### src/rtl/booth_mul_sequencer.sv
`default_nettype none
//============================================================================
// Module      : booth_mul_sequencer
// Description : Streams operand pairs through a FIFO into a start/done Booth
//               multiplier and returns products on a valid/ready stream.
//               Optional macro BOOTH_SEQ_TIMEOUT_EN adds a sticky err_timeout.
// Revision    : 1.0 - initial release
//============================================================================
module booth_mul_sequencer #(
  parameter int N       = 64,
  parameter int DEPTH   = 4,
  parameter int TIMEOUT = 200
) (
  input  logic         clk,
  input  logic         rst,
  input  logic         in_valid,
  output logic         in_ready,
  input  logic [N-1:0] in_a,
  input  logic [N-1:0] in_b,
  output logic         out_valid,
  input  logic         out_ready,
  output logic [N-1:0] out_p,
  output logic         mul_start,
  output logic [N-1:0] mul_multiplicand,
  output logic [N-1:0] mul_multiplier,
  input  logic [N-1:0] mul_product,
  input  logic         mul_done,
  output logic         busy
`ifdef BOOTH_SEQ_TIMEOUT_EN
  ,
  output logic         err_timeout
`endif
);

  localparam int              c_AW   = $clog2(DEPTH);
  localparam logic [c_AW:0]   c_FULL = (c_AW+1)'(DEPTH);

`ifdef BOOTH_SEQ_TIMEOUT_EN
  localparam int              c_TW        = (TIMEOUT < 2) ? 1 : $clog2(TIMEOUT);
  localparam logic [c_TW-1:0] c_WAIT_LAST = c_TW'(TIMEOUT - 1);
`else
  localparam int              c_unused_timeout = TIMEOUT;
`endif

  typedef enum logic [1:0] {
    ST_IDLE  = 2'd0,
    ST_ISSUE = 2'd1,
    ST_WAIT  = 2'd2,
    ST_HOLD  = 2'd3
  } state_t;

  state_t            r_state;
  state_t            w_state_nxt;

  logic [N-1:0]      r_mem_a [DEPTH];
  logic [N-1:0]      r_mem_b [DEPTH];
  logic [c_AW-1:0]   r_wr_ptr;
  logic [c_AW-1:0]   r_rd_ptr;
  logic [c_AW:0]     r_count;
  logic              r_wait_first;

  logic              w_full;
  logic              w_empty;
  logic              w_push;
  logic              w_pop;
  logic              w_capture;
  logic              w_release;

`ifdef BOOTH_SEQ_TIMEOUT_EN
  logic [c_TW-1:0]   r_wait_cnt;
  logic              w_timeout;
`endif

  assign w_full   = (r_count == c_FULL);
  assign w_empty  = (r_count == '0);
  assign in_ready = !rst && !w_full;
  assign w_push   = in_valid && in_ready;
  assign busy     = !w_empty || (r_state != ST_IDLE);

  always_comb begin
    w_state_nxt = r_state;
    w_pop       = 1'b0;
    w_capture   = 1'b0;
    w_release   = 1'b0;
`ifdef BOOTH_SEQ_TIMEOUT_EN
    w_timeout   = 1'b0;
`endif
    case (r_state)
      ST_IDLE: begin
        if (!w_empty && !out_valid) begin
          w_pop       = 1'b1;
          w_state_nxt = ST_ISSUE;
        end
      end
      ST_ISSUE: w_state_nxt = ST_WAIT;
      ST_WAIT: begin
        // A done level still high from the previous product is not trusted
        // in the first WAIT cycle.
        if (!r_wait_first && mul_done) begin
          w_capture   = 1'b1;
          w_state_nxt = ST_HOLD;
        end
`ifdef BOOTH_SEQ_TIMEOUT_EN
        else if (r_wait_cnt == c_WAIT_LAST) begin
          w_timeout   = 1'b1;
          w_state_nxt = ST_IDLE;
        end
`endif
      end
      ST_HOLD: begin
        if (out_valid && out_ready) begin
          w_release   = 1'b1;
          w_state_nxt = ST_IDLE;
        end
      end
      default: w_state_nxt = ST_IDLE;
    endcase
  end

  always_ff @(posedge clk) begin
    if (w_push) begin
      r_mem_a[r_wr_ptr] <= in_a;
      r_mem_b[r_wr_ptr] <= in_b;
    end
  end

  always_ff @(posedge clk) begin
    if (rst) begin
      r_state          <= ST_IDLE;
      r_wr_ptr         <= '0;
      r_rd_ptr         <= '0;
      r_count          <= '0;
      r_wait_first     <= 1'b0;
      mul_start        <= 1'b0;
      mul_multiplicand <= '0;
      mul_multiplier   <= '0;
      out_valid        <= 1'b0;
      out_p            <= '0;
    end else begin
      r_state <= w_state_nxt;
      if (w_push) begin
        r_wr_ptr <= r_wr_ptr + 1'b1;
      end
      if (w_pop) begin
        r_rd_ptr <= r_rd_ptr + 1'b1;
      end
      case ({w_push, w_pop})
        2'b10:   r_count <= r_count + 1'b1;
        2'b01:   r_count <= r_count - 1'b1;
        default: r_count <= r_count;
      endcase
      mul_start <= w_pop;
      // Operands are only reloaded on a pop, so they hold through WAIT.
      if (w_pop) begin
        mul_multiplicand <= r_mem_a[r_rd_ptr];
        mul_multiplier   <= r_mem_b[r_rd_ptr];
      end
      r_wait_first <= (r_state == ST_ISSUE);
      if (w_capture) begin
        out_p     <= mul_product;
        out_valid <= 1'b1;
      end else if (w_release) begin
        out_valid <= 1'b0;
      end
    end
  end

`ifdef BOOTH_SEQ_TIMEOUT_EN
  always_ff @(posedge clk) begin
    if (rst) begin
      r_wait_cnt  <= '0;
      err_timeout <= 1'b0;
    end else begin
      if (r_state != ST_WAIT) begin
        r_wait_cnt <= '0;
      end else begin
        r_wait_cnt <= r_wait_cnt + 1'b1;
      end
      if (w_timeout) begin
        err_timeout <= 1'b1;
      end
    end
  end
`endif

endmodule
`default_nettype wire
### config.mk
export PLATFORM = sky130hd
export DESIGN_NAME = booth_mul_sequencer
export DESIGN_NICKNAME = d
export VERILOG_FILES = /design/src/rtl/booth_mul_sequencer.sv
export SDC_FILE = /design/constraint.sdc
export NUM_CORES = 1
export LEC_CHECK = 0
export CAP_MARGIN = 5
export CORE_MARGIN = 3
export CORE_UTILIZATION = 53
export CTS_CLUSTER_SIZE = 25
export DETAILED_ROUTE_END_ITERATION = 16
export PLACE_DENSITY = 0.79
export SYNTH_ARGS = -nofsm -noshare
export SYNTH_HDL_FRONTEND = slang
export SYNTH_SLANG_ARGS = --single-unit
### constraint.sdc
create_clock -name clk -period 6.02 [get_ports clk]
set_input_delay 1.204 -clock clk [delete_from_list [all_inputs] [get_ports clk]]
set_output_delay 1.204 -clock clk [all_outputs]
set_load 0.005 [all_outputs]
==> impl_metrics.json <==
{
  "status": "completed",
  "fin_nets": 1923,
  "place_congestion": 0.778,
  "synth-seq-area-share": 0.767,
  "met1Wirelength_um": 22700,
  "grt_pass1_wl_um": 84800,
  "drt-wirelength-per-cell_um": 23.8,
  "clock_skew_ns": 0.0309,
  "num_rows": 79,
  "clk_latency_ns": 0.59,
  "wl_met2_um": 27700,
  "layout.cells.non_filler": 2391,
  "postLayoutCoreUtil": 0.686,
  "setup_viol": 0,
  "tns_ns": 0,
  "drt_wl_total_um": 56900,
  "power_density_mw_per_mm2": 428,
  "end_kind": "output pin",
  "die_w_um": 225,
  "synth_commonest_cells": "edfxtp_1 (512), dfxtp_1 (204), nand2_1 (132), mux4_2 (128), a22o_1 (101)",
  "synth-seq-cells": 716,
  "ff2ff_path_depth": 4,
  "synth_cells": 1313,
  "rsz0062_at_grt": "no",
  "yosysWarnings": 0,
  "ant_nets": 0,
  "wl_met3_um": 4710,
  "initial_core_util": 0.541,
  "h-tree-depth": 3,
  "period_share": 0.598,
  "first_pass_iters": 7,
  "grt_max_degree": 105,
  "die_y_um": 225,
  "hold_viol_final": 0,
  "synthFlopType": "edfxtp_1",
  "cts_sinks": 716,
  "avgSynthCellArea_um2": 19.3,
  "yosysUniqueCellTypes": 39,
  "cts_buffers": 71,
  "max_freq_mhz": 278,
  "placed_cells": 2250,
  "yosysMostFrequentCell": "edfxtp_1",
  "cts.path.max_buffers": 3,
  "ir_drop_uv": 308,
  "cts_resized": 0,
  "grtUsageTotal": 0.223,
  "hp-class": "reg2reg",
  "synth_area_leaders": "edfxtp_1 (61%), dfxtp_1 (16%), mux4_2 (11%), a22o_1 (3.5%), nand2_1 (2.0%)",
  "viasPerCell": 5.72,
  "maxSlewViolCount": 0,
  "ios": 393,
  "synth_edf_count": 512,
  "area_growth_pct": 26.8,
  "holdPathStages": 2,
  "initialDrtViolationCount": 1029,
  "synth_top_cell_by_area": "edfxtp_1",
  "grt_pass1_vias": 13800,
  "cts_hold_buf": 0,
  "synth.net_count": 1520,
  "slew_headroom": 0.261,
  "drive_gt1_frac": 0.167,
  "highest_layer": "met5",
  "cts_setup_buffers": 0,
  "cts_tree": "yes",
  "antenna_found_initial": 14,
  "synth_area_mm2": 0.0254,
  "power.leakage_uw": 0.0106,
  "clockRootBuffer": "clkbuf_16",
  "critPathArrivalTime_ns": 2.40,
  "drc_errors": 0,
  "worstPathRequired_ns": 4.82,
  "start_kind": "flop",
  "path_clk_slew_ns": 0.06,
  "yosys.area.top_type_share": 0.606,
  "tightest_slew_ns": 1.11,
  "drv_cap": 0,
  "path_class": "reg2out",
  "crit_fanout": 5,
  "synthArstFlopShare": 0,
  "num_vias": 13700,
  "overflow": 0,
  "hpwlAfterDp_um": 34200,
  "core_area_mm2": 0.0470,
  "post-route-min-period_ns": 3.60,
  "die_area_mm2": 0.0506,
  "port_buffers": 392,
  "fillers": 2913
}
registers in the layout (all words and copies together) (netlist names):
signal and cells:
r_rd_ptr 2, mul_multiplier 64, r_wr_ptr 2, r_mem_b 256, mul_start 1, r_wait_first 1
r_mem_a 256, r_state 2, out_valid 1, mul_multiplicand 64, out_p 64, r_count 3
per-stage QoR:
stage / hold slack (ns) / worst slack (ns) / total power (uW) / area (um^2)
after floorplan: 0.453 / 0.985 / 8030 / 25400
after global placement: 0.442 / 2.23 / 9290 / 29700
after detailed placement: 0.446 / 2.25 / 9350 / 29700
after CTS: 0.454 / 2.38 / 13900 / 32200
after global routing: 0.475 / 2.24 / 14300 / 32200
final: 0.453 / 2.42 / 13800 / 32200
path summary, 6_finish.rpt:
check,from,endpoint,slack (ns)
hold / removal,out_p[59]$_SDFFE_PP0P_,out_p[59]$_SDFFE_PP0P_,0.45
hold reg to reg,out_p[59]$_SDFFE_PP0P_,out_p[59]$_SDFFE_PP0P_,0.45
setup / recovery,r_state[0]$_SDFFE_PP0P_,busy,2.42
setup reg to reg,r_count[0]$_SDFFE_PP0P_,r_mem_a[3][27]$_DFFE_PP_,3.32
worst max-delay path, cell delays in order (launching register included):
cell and delay [ns]:
dfxtp_1 0.33, inv_1 0.10, ha_1 0.25, nor4b_1 0.55, inv_1 0.11, clkdlybuf4s50_1 0.49
where the power goes:
part / total (uW) / switching [uW] / internal [uW]
Combinational: 2920 / 1320 / 1600
Clock: 4530 / 1800 / 2730
Sequential: 6330 / 375 / 5960
Total: 13800 / 3490 / 10300
cell type report:
class	instances	area [um^2]	share of cell area
repair buffers	409	4120	0.128
inverters	11	41.3	0.00128
flip-flops and latches	716	19500	0.605
multi-input cells	507	5320	0.165
well taps	607	759	0.0236
clock inverters	26	279	0.00867
clock buffers	105	2180	0.0676
diodes	10	25.0	0.000777
kinds of logic (layout without fill, tap and decap cells):
family,count (synthesis),count (layout),share of synthesized area
XOR/XNOR,2,2,0.000690
flip-flops,716,716,0.767
adder cells (fa/ha/maj),10,10,0.00522
buffers and inverters,90,551,0.0246
multiplexers,131,131,0.115
other,0,10,0
AO/OA/AOI/OAI,205,205,0.0619
AND/OR/NAND/NOR,159,159,0.0262
routing by layer:
metal  track usage  up-vias
li1              -     6025
met1         0.304     6969
met2         0.349      579
met3        0.0619       98
met4        0.0847        8
met5             0        -
cells in the final DEF, fill, tap and decap left out, types with 2 or more instances in the layout:
cell type        synthesis  final
edfxtp_1               512    512
clkdlybuf4s50_1          0    391
dfxtp_1                204    202
nand2_1                132    132
mux4_2                 128    128
a22o_1                 101    101
clkbuf_16                0     77
a21oi_1                 69     69
a22o_2                  27     27
clkbuf_8                 0     14
clkbuf_1                35     13
inv_1                   11     11
buf_4                    0     11
diode_2                  0     10
ha_1                     9      9
nor2_1                   8      8
clkinv_1                 0      8
clkinv_2                 0      7
buf_12                  11      6
bufinv_16                0      5
and2_4                   0      4
nand2b_1                 2      2
nor2b_1                  2      2
mux2i_1                  2      2
o21ai_0                  2      2
or3_1                    2      2
xor2_1                   2      2
clkinv_8                 0      2
dfxtp_4                  0      2
(Power assumes the default switching activity.)
